==> config.mk <==
export PLATFORM = sky130hd
export DESIGN_NAME = wait_controller
export DESIGN_NICKNAME = d
export VERILOG_FILES = /design/src/rtl/wait_controller.sv
export SDC_FILE = /design/constraint.sdc
export NUM_CORES = 1
export LEC_CHECK = 0
export CAP_MARGIN = 10
export CELL_PAD_IN_SITES_DETAIL_PLACEMENT = 2
export CELL_PAD_IN_SITES_GLOBAL_PLACEMENT = 2
export CORE_AREA = 2 2 68 70
export CTS_BUF_LIST = sky130_fd_sc_hd__clkbuf_4
export CTS_CLUSTER_DIAMETER = 80
export DETAILED_ROUTE_END_ITERATION = 8
export DIE_AREA = 0 0 70 72
export MAX_ROUTING_LAYER = met4
export PLACE_DENSITY = 0.82
export SKIP_LAST_GASP = 1
export SYNTH_ARGS = -nofsm -noshare
export SYNTH_HDL_FRONTEND = slang
export SYNTH_SLANG_ARGS = --single-unit
==> constraint.sdc <==
create_clock -name clk -period 1.95 [get_ports clk]
set_input_delay 0.195 -clock clk [delete_from_list [all_inputs] [get_ports clk]]
set_output_delay 0.195 -clock clk [all_outputs]
set_load 0.02 [all_outputs]
==> src/rtl/wait_controller.sv <==
// Burst sequencer for the AXI-Stream wait datapath: fill RAM, hold one counter period, replay.
// Drives every datapath control line and the RAM address.
module wait_controller #(
    parameter int DEPTH = 16,
    parameter int ADR_W = $clog2(DEPTH)
) (
    input  logic             clk,
    input  logic             rst,
    input  logic             ex_start,
    input  logic             s_valid,
    input  logic             s_last,
    input  logic             waitDone,
    input  logic             m_ready,
    output logic             clear,
    output logic             ld,
    output logic             cntEn,
    output logic             s_ready,
    output logic             wr,
    output logic             rd,
    output logic [ADR_W-1:0] adr,
    output logic             m_valid,
    output logic             m_last,
    output logic             done
);

    localparam int LEN_W = ADR_W + 1;
    localparam logic [LEN_W-1:0] LEN_FULL = LEN_W'(DEPTH - 1);

    typedef enum logic [1:0] {
        IDLE  = 2'd0,
        FILL  = 2'd1,
        WAIT  = 2'd2,
        DRAIN = 2'd3
    } state_t;

    state_t           state_q, state_d;
    logic [ADR_W-1:0] wr_ptr_q, wr_ptr_d;
    logic [ADR_W-1:0] rd_ptr_q, rd_ptr_d;
    logic [LEN_W-1:0] len_q, len_d;
    logic             ld_d, done_d;
    logic             clear_q, ld_q, cnt_en_q, s_ready_q, rd_q, m_valid_q, m_last_q, done_q;
    logic [ADR_W-1:0] adr_q, adr_d;
    logic             m_last_d;

    always_comb begin
        state_d  = state_q;
        wr_ptr_d = wr_ptr_q;
        rd_ptr_d = rd_ptr_q;
        len_d    = len_q;
        ld_d     = 1'b0;
        done_d   = 1'b0;
        case (state_q)
            IDLE: begin
                if (ex_start) begin
                    state_d  = FILL;
                    wr_ptr_d = '0;
                    len_d    = '0;
                    ld_d     = 1'b1;
                end
            end
            FILL: begin
                if (s_valid) begin
                    wr_ptr_d = wr_ptr_q + ADR_W'(1);
                    len_d    = len_q + LEN_W'(1);
                    // s_last and the full-RAM beat collapse into one exit
                    if (s_last || (len_q == LEN_FULL)) begin
                        state_d = WAIT;
                    end
                end
            end
            WAIT: begin
                if (waitDone) begin
                    state_d  = DRAIN;
                    rd_ptr_d = '0;
                end
            end
            DRAIN: begin
                if (m_ready) begin
                    if (m_last_q) begin
                        state_d = IDLE;
                        done_d  = 1'b1;
                    end else begin
                        rd_ptr_d = rd_ptr_q + ADR_W'(1);
                    end
                end
            end
            default: state_d = IDLE;
        endcase
    end

    // Outputs are decoded from next-state values so they register alongside the state
    always_comb begin
        adr_d    = '0;
        m_last_d = 1'b0;
        if (state_d == FILL) begin
            adr_d = wr_ptr_d;
        end else if (state_d == DRAIN) begin
            adr_d    = rd_ptr_d;
            m_last_d = ({1'b0, rd_ptr_d} == (len_d - LEN_W'(1)));
        end
    end

    always_ff @(posedge clk or negedge rst) begin
        if (!rst) begin
            state_q   <= IDLE;
            wr_ptr_q  <= '0;
            rd_ptr_q  <= '0;
            len_q     <= '0;
            clear_q   <= 1'b1;
            ld_q      <= 1'b0;
            cnt_en_q  <= 1'b0;
            s_ready_q <= 1'b0;
            rd_q      <= 1'b0;
            m_valid_q <= 1'b0;
            m_last_q  <= 1'b0;
            done_q    <= 1'b0;
            adr_q     <= '0;
        end else begin
            state_q   <= state_d;
            wr_ptr_q  <= wr_ptr_d;
            rd_ptr_q  <= rd_ptr_d;
            len_q     <= len_d;
            clear_q   <= (state_d == IDLE);
            ld_q      <= ld_d;
            cnt_en_q  <= (state_d == WAIT);
            s_ready_q <= (state_d == FILL);
            rd_q      <= (state_d == DRAIN);
            m_valid_q <= (state_d == DRAIN);
            m_last_q  <= m_last_d;
            done_q    <= done_d;
            adr_q     <= adr_d;
        end
    end

    assign clear   = clear_q;
    assign ld      = ld_q;
    assign cntEn   = cnt_en_q;
    assign s_ready = s_ready_q;
    assign wr      = s_ready_q & s_valid;
    assign rd      = rd_q;
    assign adr     = adr_q;
    assign m_valid = m_valid_q;
    assign m_last  = m_last_q;
    assign done    = done_q;

endmodule
==> impl_metrics.py, run 1 <==
metrics = {
    "status": {
        "status": "finished with violations",
        "failed_checks": "setup timing",
    },
    "power": {
        "irDropWorstVdd_mv": 0.361,
        "power.leakage_nw": 0.850,
        "p_per_area_nw_per_um2": 871,
    },
    "critical_path": {
        "r2r_end": "m_last",
        "end_kind": "flip-flop",
        "crit_fanout": 3,
        "critPathMaxStageDelay_ns": 0.45,
        "endpoint": "m_last",
        "worst_setup_path_start_kind": "flip-flop",
        "rr_worst_depth": 9,
        "rr_startpoint": "len_q[1]",
        "crit_top_cell": "buf_4",
        "cp.depth": 9,
        "cpMaxStageDelayCell": "dfrtp_1",
        "path_cells": "buf_4 -> buf_4 -> inv_1 -> o21ai_2 -> a22oi_2 -> ha_1 -> nand4_1 -> o32a_1 -> a211oi_2",
        "startpoint": "len_q[1]",
        "worstSetupPathType": "flip-flop to flip-flop",
        "arrival_ns": 2.26,
        "reg2reg_setup_slack_ns": -0.04,
        "cp_top_family": "compound AO/OA/AOI/OAI gates",
        "worst_ep_required_time_ns": 2.22,
        "crit_buf_inv": 3,
    },
    "logic_synthesis": {
        "synth-edff-count": 0,
        "synthFlopType": "dfrtp_1",
        "synth_area_sq_um": 1380,
        "synthesis.nets": 137,
        "yosysSeqAreaShare_pct": 47.4,
        "syn_avg_cell_area_sq_um": 11.0,
        "async_flop_share_pct": 100,
        "ys_ff_latch": 26,
        "synth_cell_type_count": 43,
        "yosys_warnings": 0,
        "synth_cells": 125,
    },
    "final_layout": {
        "diodes": 0,
        "final_area_sq_um": 1940,
        "fillers": 442,
        "area_growth_pct": 41.1,
        "nets": 182,
        "drive_gt1_share_pct": 30.8,
    },
    "grt": {
        "grt_pass1_wl_mm": 6.76,
        "grt_antenna_before_repair": 0,
        "first_global_vias": 1271,
        "gr-total-overflow": 0,
        "grt_usage_pct": 18.1,
        "grt_max_degree": 27,
    },
    "clocking": {
        "clock_latency_ns": 0.34,
        "cts_tree": "done",
        "cts_made_buffers": 3,
        "cts.sinks": 26,
        "clk_pin_slew_ns": 0.15,
        "hold_buffers": 0,
        "htreeDepth": 1,
        "cts-root-buf": "clkbuf_4",
        "clock_path_buffers": 2,
    },
    "drt": {
        "postRouteAntennaNets": 0,
        "firstDrtPassIters": 4,
        "routed_wl_mm": 4.37,
        "drc": 0,
        "num_vias": 1171,
        "drt_iter0_drc": 70,
        "viasPerCell": 5.30,
        "wire_per_inst_um": 19.8,
    },
    "placed_design": {
        "dpl.hpwl_mm": 3.17,
        "placed_cell_area_sq_um": 1790,
        "place_congestion": 0.872,
        "portBuffers": 19,
    },
    "sta": {
        "fin_skew_ns": 0.0101,
        "fmax_mhz": 504,
        "finalSetupTns_ns": -0.0355,
        "worst_pin_slew_ns": 0.387,
        "timing.slew.headroom_pct": 74.1,
        "rsz0062_at_grt": "true",
        "slew_viol_final": 0,
        "period_share_pct": 102,
        "hold_viol": 0,
        "timing.final.crit_period_ns": 1.99,
        "setup_ws_ns": -0.0355,
        "finalSetupViolations": 1,
    },
    "die": {
        "die_width_um": 70,
        "fp.dieH_um": 72,
        "num_rows": 24,
        "coreArea_sq_um": 4260,
        "start_util_pct": 32.2,
        "dieArea_sq_um": 5040,
        "pin_count": 20,
    },
    "hold_path": {
        "min_path_type": "input port to asynchronous set/reset pin",
    },
    "job": {
        "max-cap-violations": 0,
    },
}
## final cells by class
type | count | area, sq um | area share [%]
clock inverter | 1 | 30.0 | 1.55
sequential | 26 | 654 | 33.7
inverter | 12 | 45.0 | 2.32
clock buffer | 3 | 22.5 | 1.16
tap | 52 | 65.1 | 3.35
multi-input combinational | 80 | 713 | 36.8
timing repair buffer | 47 | 410 | 21.1
## cell families after synthesis
logic type	share of synthesized area, %
and+or+nand+nor	16.1
muxes	2.27
xor gates and xnor gates	3.82
adders and majority gates	4.55
DFF	47.4
AOI/OAI and AO/OA	19.0
buffers and inverters	6.82
## Yosys cell counts, drive strengths merged (2+ instances only)
cell     n  share of area [%]
buf      7                3.5
nor3     4                1.5
nand2    3               0.82
nand3    4                1.5
and2     2               0.91
a22oi    2                1.1
a22o     8                5.1
nor2     6                1.6
xnor2    3                1.9
dfrtp   25                 45
o32a     2                1.5
nand3b   2                1.1
nor3b    2                1.1
nand4    3                1.4
a211oi   2                1.8
o211ai   2                1.1
and3     3                1.4
xor2     3                1.9
o21ai    4                1.5
ha       5                4.5
o22ai    2               0.91
mux2i    2                1.5
inv     12                3.3
## through the flow
step	std cells	setup WS, ns	utilization, %	total power, W	hold slack, ns
after floorplan	125	0.0112	-	0.00100	-0.101
after global placement	213	-0.151	41.9	0.00126	0.593
after detailed placement	213	-0.281	41.9	0.00130	0.614
after CTS	220	-0.0108	44.4	0.00170	0.229
after global routing	221	-0.167	45.5	0.00179	0.237
final	221	-0.0355	45.5	0.00169	0.213
## how the worst min path moves through the flow
stage / to / cells after the start / slack (ns)
after detailed placement: len_q[4] / 1 / 0.61
after global routing: wr_ptr_q[1] / 2 / 0.24
after floorplan: adr[0] / 0 / -0.10
after CTS: wr_ptr_q[1] / 2 / 0.23
after global placement: wr_ptr_q[3] / 2 / 0.59
final: wr_ptr_q[1] / 2 / 0.21
## report_power, final
group | switching [W] | leakage (nW) | total [W] | internal, W
clock network | 0.000176 | 0.0279 | 0.000385 | 0.000208
registers | 0.0000547 | 0.281 | 0.000678 | 0.000624
logic | 0.000319 | 0.541 | 0.000627 | 0.000308
total | 0.000550 | 0.850 | 0.00169 | 0.00114
## sequential cells by signal (all words and copies together) (netlist names), 2 cells and up
register / flops
adr: 4
len_q: 5
wr_ptr_q: 4
rd_ptr_q: 4
state_q: 2
## worst register-to-register path, delay by kind of cell, from the launching register on
kind,cells,cell delay [ns]
adders and majority gates,1,0.27
AOI/OAI and AO/OA,4,0.74
and+or+nand+nor,1,0.10
DFF,1,0.45
buffers and inverters,3,0.37
## cell usage in the layout (no fill, tap or decap), drive strengths merged, types with 3 or more instances in the layout
cell	n
buf	28
dfrtp	25
clkdlybuf4s50	18
inv	12
a22o	8
nor2	6
ha	5
nand3	4
nor3	4
o21ai	4
nand2	3
nand4	3
xor2	3
xnor2	3
clkbuf	3
and3	3
## per-layer routing
layer / vias to the layer above / part of all wire (%) / global-route usage [%]
met3: 4 / 2.3 / 2.36
met4: 0 / 0.80 / 4.49
met2: 22 / 55 / 34.6
li1: 540 / - / -
met1: 605 / 42 / 19.9
met5: - / 0 / -
## what timing repair did
item | CTS | global route
setup buffers | 3 | 2
pin swaps | 12 | 8
gates resized for setup | 8 | 9
endpoints found under the setup margin | 6 | 7
Note: power is estimated with default switching activity, not from simulation.
==> inputs of run 2 (changes only) <==
--- a/config.mk
+++ b/config.mk
@@ -16,6 +16,7 @@
 export MAX_ROUTING_LAYER = met4
 export PLACE_DENSITY = 0.82
 export SKIP_LAST_GASP = 1
+export SLEW_MARGIN = 40
 export SYNTH_ARGS = -nofsm -noshare
 export SYNTH_HDL_FRONTEND = slang
 export SYNTH_SLANG_ARGS = --single-unit
==> results of run 2 <==
The final DEF is identical to that of run 1; final timing and power are the same.
